===== config.mk =====
export PLATFORM = sky130hd
export DESIGN_NAME = int_ctrl_4src
export DESIGN_NICKNAME = d
export VERILOG_FILES = /design/src/rtl/int_ctrl_pkg.sv /design/src/rtl/int_prio_enc4.sv /design/src/rtl/int_ctrl_4src.sv
export SDC_FILE = /design/constraint.sdc
export NUM_CORES = 1
export LEC_CHECK = 0
export ABC_AREA = 1
export ABC_CLOCK_PERIOD_IN_PS = 2730
export CORE_MARGIN = 10
export CORE_UTILIZATION = 48
export CTS_CLUSTER_DIAMETER = 50
export CTS_CLUSTER_SIZE = 28
export DETAILED_ROUTE_END_ITERATION = 10
export PLACE_DENSITY = 0.87
export SYNTH_ARGS = -nofsm -noshare
export SYNTH_HDL_FRONTEND = slang
export SYNTH_SLANG_ARGS = --single-unit

===== constraint.sdc =====
create_clock -name Clock -period 2.73 [get_ports Clock]
set_clock_uncertainty 0.05 [all_clocks]
set_input_delay 0.273 -clock Clock [delete_from_list [all_inputs] [get_ports Clock]]
set_output_delay 0.273 -clock Clock [all_outputs]
set_load 0.1 [all_outputs]

===== src/rtl/int_ctrl_pkg.sv =====
// Shared constants, FSM state encoding and helpers for the 4-source interrupt controller.
package int_ctrl_pkg;

  localparam int NUM_SRC = 4;
  localparam int ID_W    = 2;

  localparam logic [NUM_SRC-1:0] MASK_RESET = 4'b1111;

  typedef logic [1:0] state_t;

  localparam state_t ST_IDLE    = 2'b00;
  localparam state_t ST_REQ     = 2'b01;
  localparam state_t ST_SERVICE = 2'b10;

  function automatic logic [NUM_SRC-1:0] id_to_onehot(input logic [ID_W-1:0] id);
    logic [NUM_SRC-1:0] oh;
    oh     = 4'b0000;
    oh[id] = 1'b1;
    return oh;
  endfunction

endpackage


===== src/rtl/int_prio_enc4.sv =====
// Fixed-priority encoder: reports whether any request bit is set and the lowest set index.
module int_prio_enc4
  import int_ctrl_pkg::*;
(
  input  logic [NUM_SRC-1:0] req,
  output logic               any,
  output logic [ID_W-1:0]    id
);

  // OR-reduce and pick the lowest-index active request
  always_comb begin
    any = |req;
    casez (req)
      4'b???1: id = 2'd0;
      4'b??10: id = 2'd1;
      4'b?100: id = 2'd2;
      4'b1000: id = 2'd3;
      default: id = 2'd0;
    endcase
  end

endmodule


===== src/rtl/int_ctrl_4src.sv =====
// Four-source edge-triggered interrupt controller with mask, pending and a non-nesting request FSM.
// Optional input synchronizer: define INT_CTRL_SYNC_EN to add a 2-flop stage on Irq_In.
module int_ctrl_4src
  import int_ctrl_pkg::*;
#(
  parameter logic [NUM_SRC-1:0] SRC_POLARITY = 4'b0000
) (
  input  logic               Clock,
  input  logic               Reset,
  input  logic [NUM_SRC-1:0] Irq_In,
  input  logic               Mask_Wr,
  input  logic [NUM_SRC-1:0] Mask_Data,
  input  logic               Int_Ack,
  input  logic               Int_Ret,
  output logic               Irq_Req,
  output logic [ID_W-1:0]    Irq_Id,
  output logic               In_Service,
  output logic [NUM_SRC-1:0] Pending,
  output logic [NUM_SRC-1:0] Mask
);

  logic [NUM_SRC-1:0] src_s;
  logic [NUM_SRC-1:0] real_s;
  logic [NUM_SRC-1:0] rise_s;
  logic [NUM_SRC-1:0] prev_r;
  logic [NUM_SRC-1:0] pending_r;
  logic [NUM_SRC-1:0] pending_nxt_s;
  logic [NUM_SRC-1:0] mask_r;
  logic [NUM_SRC-1:0] clr_s;
  logic [NUM_SRC-1:0] active_s;
  logic               enc_any_s;
  logic [ID_W-1:0]    enc_id_s;

  state_t             state_r;
  state_t             state_nxt_s;
  logic               irq_req_r;
  logic               irq_req_nxt_s;
  logic [ID_W-1:0]    irq_id_r;
  logic [ID_W-1:0]    irq_id_nxt_s;
  logic               in_service_r;
  logic               in_service_nxt_s;

`ifdef INT_CTRL_SYNC_EN
  logic [NUM_SRC-1:0] sync1_r;
  logic [NUM_SRC-1:0] sync2_r;

  // Two-flop synchronizer for asynchronous interrupt sources
  always_ff @(posedge Clock or posedge Reset) begin
    if (Reset) begin
      sync1_r <= 4'b0000;
      sync2_r <= 4'b0000;
    end else begin
      sync1_r <= Irq_In;
      sync2_r <= sync1_r;
    end
  end

  assign src_s = sync2_r;
`else
  assign src_s = Irq_In;
`endif

  assign real_s   = src_s ^ SRC_POLARITY;
  assign rise_s   = real_s & ~prev_r;
  assign active_s = pending_r & ~mask_r;

  int_prio_enc4 u_prio (
    .req (active_s),
    .any (enc_any_s),
    .id  (enc_id_s)
  );

  // Next-state and output decode for the IDLE -> REQ -> SERVICE handshake
  always_comb begin
    state_nxt_s      = state_r;
    irq_req_nxt_s    = irq_req_r;
    irq_id_nxt_s     = irq_id_r;
    in_service_nxt_s = in_service_r;
    clr_s            = 4'b0000;
    case (state_r)
      ST_IDLE: begin
        if (enc_any_s) begin
          state_nxt_s   = ST_REQ;
          irq_req_nxt_s = 1'b1;
          irq_id_nxt_s  = enc_id_s;
        end else begin
          state_nxt_s   = ST_IDLE;
          irq_req_nxt_s = 1'b0;
        end
      end
      ST_REQ: begin
        // Mask is deliberately not consulted here so a late mask cannot withdraw the request
        if (Int_Ack) begin
          state_nxt_s      = ST_SERVICE;
          irq_req_nxt_s    = 1'b0;
          in_service_nxt_s = 1'b1;
          clr_s            = id_to_onehot(irq_id_r);
        end else begin
          state_nxt_s   = ST_REQ;
          irq_req_nxt_s = 1'b1;
        end
      end
      ST_SERVICE: begin
        if (Int_Ret) begin
          state_nxt_s      = ST_IDLE;
          in_service_nxt_s = 1'b0;
        end else begin
          state_nxt_s      = ST_SERVICE;
          in_service_nxt_s = 1'b1;
        end
      end
      default: begin
        state_nxt_s      = ST_IDLE;
        irq_req_nxt_s    = 1'b0;
        irq_id_nxt_s     = 2'd0;
        in_service_nxt_s = 1'b0;
      end
    endcase
  end

  // A fresh edge on the same cycle as its acknowledge keeps the bit pending
  always_comb begin
    pending_nxt_s = (pending_r & ~clr_s) | rise_s;
  end

  // Edge history, pending and mask registers
  always_ff @(posedge Clock or posedge Reset) begin
    if (Reset) begin
      prev_r    <= 4'b0000;
      pending_r <= 4'b0000;
      mask_r    <= MASK_RESET;
    end else begin
      prev_r    <= real_s;
      pending_r <= pending_nxt_s;
      if (Mask_Wr) begin
        mask_r <= Mask_Data;
      end else begin
        mask_r <= mask_r;
      end
    end
  end

  // FSM state and registered CPU-facing outputs
  always_ff @(posedge Clock or posedge Reset) begin
    if (Reset) begin
      state_r      <= ST_IDLE;
      irq_req_r    <= 1'b0;
      irq_id_r     <= 2'd0;
      in_service_r <= 1'b0;
    end else begin
      state_r      <= state_nxt_s;
      irq_req_r    <= irq_req_nxt_s;
      irq_id_r     <= irq_id_nxt_s;
      in_service_r <= in_service_nxt_s;
    end
  end

  assign Irq_Req    = irq_req_r;
  assign Irq_Id     = irq_id_r;
  assign In_Service = in_service_r;
  assign Pending    = pending_r;
  assign Mask       = mask_r;

endmodule


**After elaboration in Yosys (flattened, before gate mapping)**

Cells that the tools add are included.

- Register bits: 18
- Bits in read-only memories: 0
- Bits in writable memories: 0
- Input port bits: 13
- Memories kept: 0
- Logic and storage cells: 48
- Bits in latches: 0

- Mux-type cells: 17
- Order comparisons: 2
- Add/subtract/negate cells: 0
- Shift operators: 0
- Multiply operators: 0
- Equality and inequality tests: 7
- Reduce and logical (&&, ||, !) cells: 6
- Divide/modulo/power cells: 0
- Bitwise gates (word level): 9

Operator list:

| operator | count |
|---|---|
| 4-bit bitwise AND | 3 |
| 4-bit NOT | 3 |
| 2-bit case mux with 3 select lines | 2 |
| 4-bit 2-to-1 mux | 2 |
| 1-bit 2-to-1 mux | 6 |
| 2-bit 2-to-1 mux | 3 |
| 1-bit case mux with 3 select lines | 2 |
| 2-bit == test, second input constant | 2 |
| 4-bit == test, second input constant | 1 |
| 2-bit != test, second input constant | 2 |
| 4-bit OR | 1 |
| 2-bit case mux with 2 select lines | 1 |
| 2-bit AND reduction | 2 |
| 4-bit OR reduction | 1 |
| 3-bit == test, second input constant | 1 |
| 2-bit by 3-bit less-than comparator with 1-bit output, second input constant | 1 |
| 1-bit demux with 2-bit select | 1 |
| 2-bit by 1-bit == test with 1-bit output, second input constant | 1 |
| 2-bit by 1-bit greater-or-equal comparator with 1-bit output, second input constant | 1 |
| 2-bit zero test | 1 |
| 1-bit NOT | 2 |
| 2-bit OR reduction | 1 |
| 1-bit logical AND | 1 |

**Depth between registers and ports, before layout**

- Depth in word-level cells: 9
- Gate-level depth with buffers: 8
- Depth with buffers taken out: 8

**Cells and area by module**

From an unflattened synthesis, not the netlist that was laid out.

- Cells, all modules: 98
- Area, all modules: 865.8 um^2

By module, submodules not included:

| module | cells an instance | instances | area an instance (um^2) |
|---|---|---|---|
| int_ctrl_4src | 87 | 1 | 822.0 |
| int_prio_enc4 | 11 | 1 | 43.8 |

**Worst setup path after synthesis**

Ideal clock, no wire load.

- Path kind: register to register
- Start point: register pending_r[3], in the netlist Pending[3]
- End point: register irq_id_r[0], in the netlist Irq_Id[0]
- Clock period less this slack: 1.616 ns
- Path slack: 1.114 ns
- Cell stages (with the launch flop): 6
- Library setup time: 0.121 ns
- Required time: 2.559 ns
- Data arrival time: 1.445 ns
- Path through: dfrtp_1 inv_1 o21ai_2 nand2_1 nand3_1 nand2_1

- Cells in the longest elaborated chain, start to end: 5

RTL lines:

| what | RTL line | source |
|---|---|---|
| start, declared | int_ctrl_4src.sv:26 | `logic [NUM_SRC-1:0] pending_r;` |
| start signal, assigned | int_ctrl_4src.sv:134 | `pending_r <= pending_nxt_s;` |
| 4-bit bitwise AND (*) | int_ctrl_4src.sv:65 | `assign active_s = pending_r & ~mask_r;` |
| 4-bit == test | int_prio_enc4.sv:13 | `casez (req)` |
| 2-bit case mux with 3 select lines | int_prio_enc4.sv:13 |  |
| 2-bit 2-to-1 mux | int_ctrl_4src.sv:82 | `if (enc_any_s) begin` |
| 2-bit case mux with 2 select lines | int_ctrl_4src.sv:80 | `case (state_r)` |
| end signal, assigned | int_ctrl_4src.sv:153 | `irq_id_r <= irq_id_nxt_s;` |
| end, declared | int_ctrl_4src.sv:38 | `logic [ID_W-1:0] irq_id_r;` |

Every way passes the cells marked *; elsewhere a longest branch is shown, timed or not. The select of a mux whose other input is x is not followed.
A chain may end at the register's enable or synchronous reset.

**Worst setup path after layout**

- Start point: register mask_r[3], in the netlist Mask[3]
- End point: output port Mask[3]

RTL lines:

| what | RTL line | source |
|---|---|---|
| start, declared | int_ctrl_4src.sv:28 | `logic [NUM_SRC-1:0] mask_r;` |
| start signal, assigned | int_ctrl_4src.sv:136 | `mask_r <= Mask_Data;` |
| start signal, assigned | int_ctrl_4src.sv:138 | `mask_r <= mask_r;` |
| end, declared | int_ctrl_4src.sv:19 | `output logic [NUM_SRC-1:0] Mask` |

No word-level cell between the ends.

==> results by group <==
STA
  – Hold Fails Final Rpt: 0
  – Slew Viols, Final: 0
  – Final worst setup slack: approximately 1.2 ns
  – RSZ-0062 raised after global routing: false
  – Minimum clock period: 1.505 ns
  – Setup TNS: 0 ns
  – Worst relative slew slack: a little under three fifths
  – Endpoints failing setup: 0
  – Worst-Margin Slew: approximately 0.65 ns
  – Fin crit share: a little under three fifths
  – FMAX: roughly 0.66 GHz

Final layout
  – Diode count: 0
  – Nets: 136
  – Syn-to-layout area delta: 32.87%
  – Share of cells above drive strength 1: 20.34%

Global route
  – Global-route usage over all layers: about a tenth
  – Initial antenna violation count: 0
  – Largest net degree at the start of global routing: 19
  – Vias in the first global route: between 600 and 700
  – Gr ovfl total: 0
  – Global-route wire length before repair: approximately 2900 µm

Placed design
  – Final GP Congestion: about 0.74
  – HPWL Detailed: roughly 1400 µm
  – Post-place setup slack: about 1.3 ns
  – PortBufs: 24

Floorplanning
  – Initial core utilization: roughly 52%
  – Die Ht: 61.10 µm
  – Core area: 1559 µm²
  – IO Pins: 25
  – Die X: around 61 µm
  – Die area: between 3000 and 4000 µm²
  – Row count: 14

Logic synthesis
  – Cells after Synth: 90
  – Post-synthesis instance area: a little over 800 µm²
  – Sequential fraction of the synthesis area: 56.17%
  – Simple-Gate Fraction of Synth Area: 17.59%
  – #FFs+latches synth: 18
  – Syn_area_per_cell: about 9 µm²
  – Post-Synth XOR/XNOR Area: 0%
  – Compound-Gate Fraction of Synth Area: a little over a tenth
  – Synth Net Count: 107
  – Adder-cell share of the synthesized area: between 6 and 7%
  – Multiplexer share of the synthesized area: 1.389%
  – Syn. warnings: 0
  – Synth cell types: 16
  – Largest family of logic cells by synthesized area: simple AND/OR/NAND/NOR gates

Clock network
  – Cts bufs inserted: 3
  – # hold bufs at CTS: 0
  – Root Driver: clkbuf_4
  – Clk_lat worst skew: ~0.30 ns
  – CTS clk-pin slew, worst paths: ~0.10 ns
  – Number of post-CTS setup repair buffers: 0
  – Sink Count: 18
  – Clk buf depth: 2
  – CTS tree: done
  – Post-CTS sizing: 0
  – H-tree Lvls: 1

Pwr
  – Leakage: about 0.56 nW
  – Cell Pwr Density: approximately 1200 nW/µm²
  – VDD IR max: 810.8 µV

Critical path
  – Crit Reg-Reg Startpoint: state_r[1]
  – Crit-path max FO: 4
  – Crit path kind: reg -> out
  – WP buf/inv: 1
  – CP top delay family: flip-flops
  – Flop-to-flop setup slack: approximately 1.4 ns
  – Startpoint Class: flop
  – Slowest-stage cell, CP: dfstp_2
  – CP endpoint kind: primary output
  – CP arrival: approximately 1.2 ns
  – Largest stage delay on the critical path: roughly 0.58 ns
  – Cell Chain, Critical Path: buf_4
  – CP Depth: 1
  – Reg2reg end: Pending[0]
  – Req. time, crit path: ~2.4 ns
  – FF-to-FF path depth: 5

Detailed routing
  – Via count: 676
  – Vias per std cell: about 5
  – Post-Route WL: ~1800 µm
  – Drt drc: 0
  – Routed WL per cell: around 14 µm
  – TritonRoute pass-1 iters: 4
  – DRT iter0 DRCs: 17
  – Antenna Nets Post-Route: 0

Flow run
  – Max cap viols: 0

Status
  – Outcome: finished, final reports clean

Worst hold path
  – HP Class: in -> async
## synth_stat cells
library cell	number	share of area, %
nand2_1	26	12
inv_1	16	7.4
dfrtp_1	14	43
o21ai_0	5	3.1
dfstp_2	4	13
ha_1	4	6.2
nor2_1	4	1.9
o21ai_1	4	2.5
nand3_1	3	1.9
a21oi_1	2	1.2
o21ai_2	2	2.2
o31ai_1	2	1.9
inv_2	1	0.46
mux2_1	1	1.4
or2_1	1	0.77
or2_4	1	1.1
## worst max-delay path by stage
stage                          start         end  slack (ns)
final                        Mask[3]     Mask[3]        1.23
after global routing         Mask[3]     Mask[3]        1.21
after floorplan           Pending[3]   Irq_Id[0]        1.11
after global placement       Int_Ack  Pending[0]        1.35
after detailed placement     Int_Ack  Pending[0]        1.31
after CTS                    Mask[3]     Mask[3]        1.22
## metrics by stage
step / hold WS, ns / total power, mW / std cells / cell area (µm²) / util [%]
final: 0.2989 / 1.327 / 134 / 1077 / 69.10
after floorplan: 0.1587 / 0.9882 / 90 / 810.8 / -
after detailed placement: 0.3486 / 1.164 / 130 / 1041 / 66.77
after global routing: 0.3764 / 1.401 / 134 / 1077 / 69.10
after CTS: 0.3326 / 1.332 / 134 / 1077 / 69.10
after global placement: 0.3442 / 1.134 / 130 / 1041 / 66.77
## placed cells by master, fill, tap and decap left out
cell type	instances
o31ai_1	2
buf_4	12
clkbuf_8	1
o21ai_1	4
dfstp_2	4
dfrtp_1	14
clkbuf_4	3
clkdlybuf4s50_1	12
nand2_1	26
inv_2	1
mux2_1	1
a21oi_1	2
or2_4	1
ha_1	4
nand3_1	3
o21ai_0	5
inv_1	16
nor2_1	4
o21ai_2	2
or2_1	1
## metal layers
layer | vias up | wire (µm) | global-route usage [%]
met3 | 6 | 151 | 3.909
li1 | 337 | - | -
met4 | 0 | 32 | 5.537
met5 | - | 0 | 0
met1 | 308 | 729 | 10.28
met2 | 25 | 907 | 18.05
## sequential cells by signal, indices dropped and copies added (netlist names)
signal	flops
Pending	4
Irq_Id	2
Irq_Req	1
prev_r	4
Mask	4
In_Service	1
state_r	2
## logic make-up after synthesis
| group | count (synthesis) |
|---|---|
| AND/OR/NAND/NOR | 35 |
| flip-flops | 18 |
| adder cells (fa/ha/maj) | 4 |
| AO/OA/AOI/OAI | 15 |
| multiplexers | 1 |
| buffers and inverters | 17 |
## area by class of cell
| class | instances | area, µm² |
|---|---|---|
| multi-input combinational | 55 | 291.5 |
| tap | 16 | 20.02 |
| timing repair buffer | 24 | 210.2 |
| sequential | 18 | 455.4 |
| fill | 129 | 481.7 |
| inverter | 17 | 63.81 |
| clock buffer | 4 | 36.28 |
## power by group
part / total (mW) / internal [mW] / leakage [nW] / switching (mW)
sequential: 0.395 / 0.338 / 0.203 / 0.0566
clock: 0.165 / 0.0814 / 0.0210 / 0.0839
combinational: 0.767 / 0.195 / 0.334 / 0.572
No activity file was read; power rests on OpenSTA's default activity.
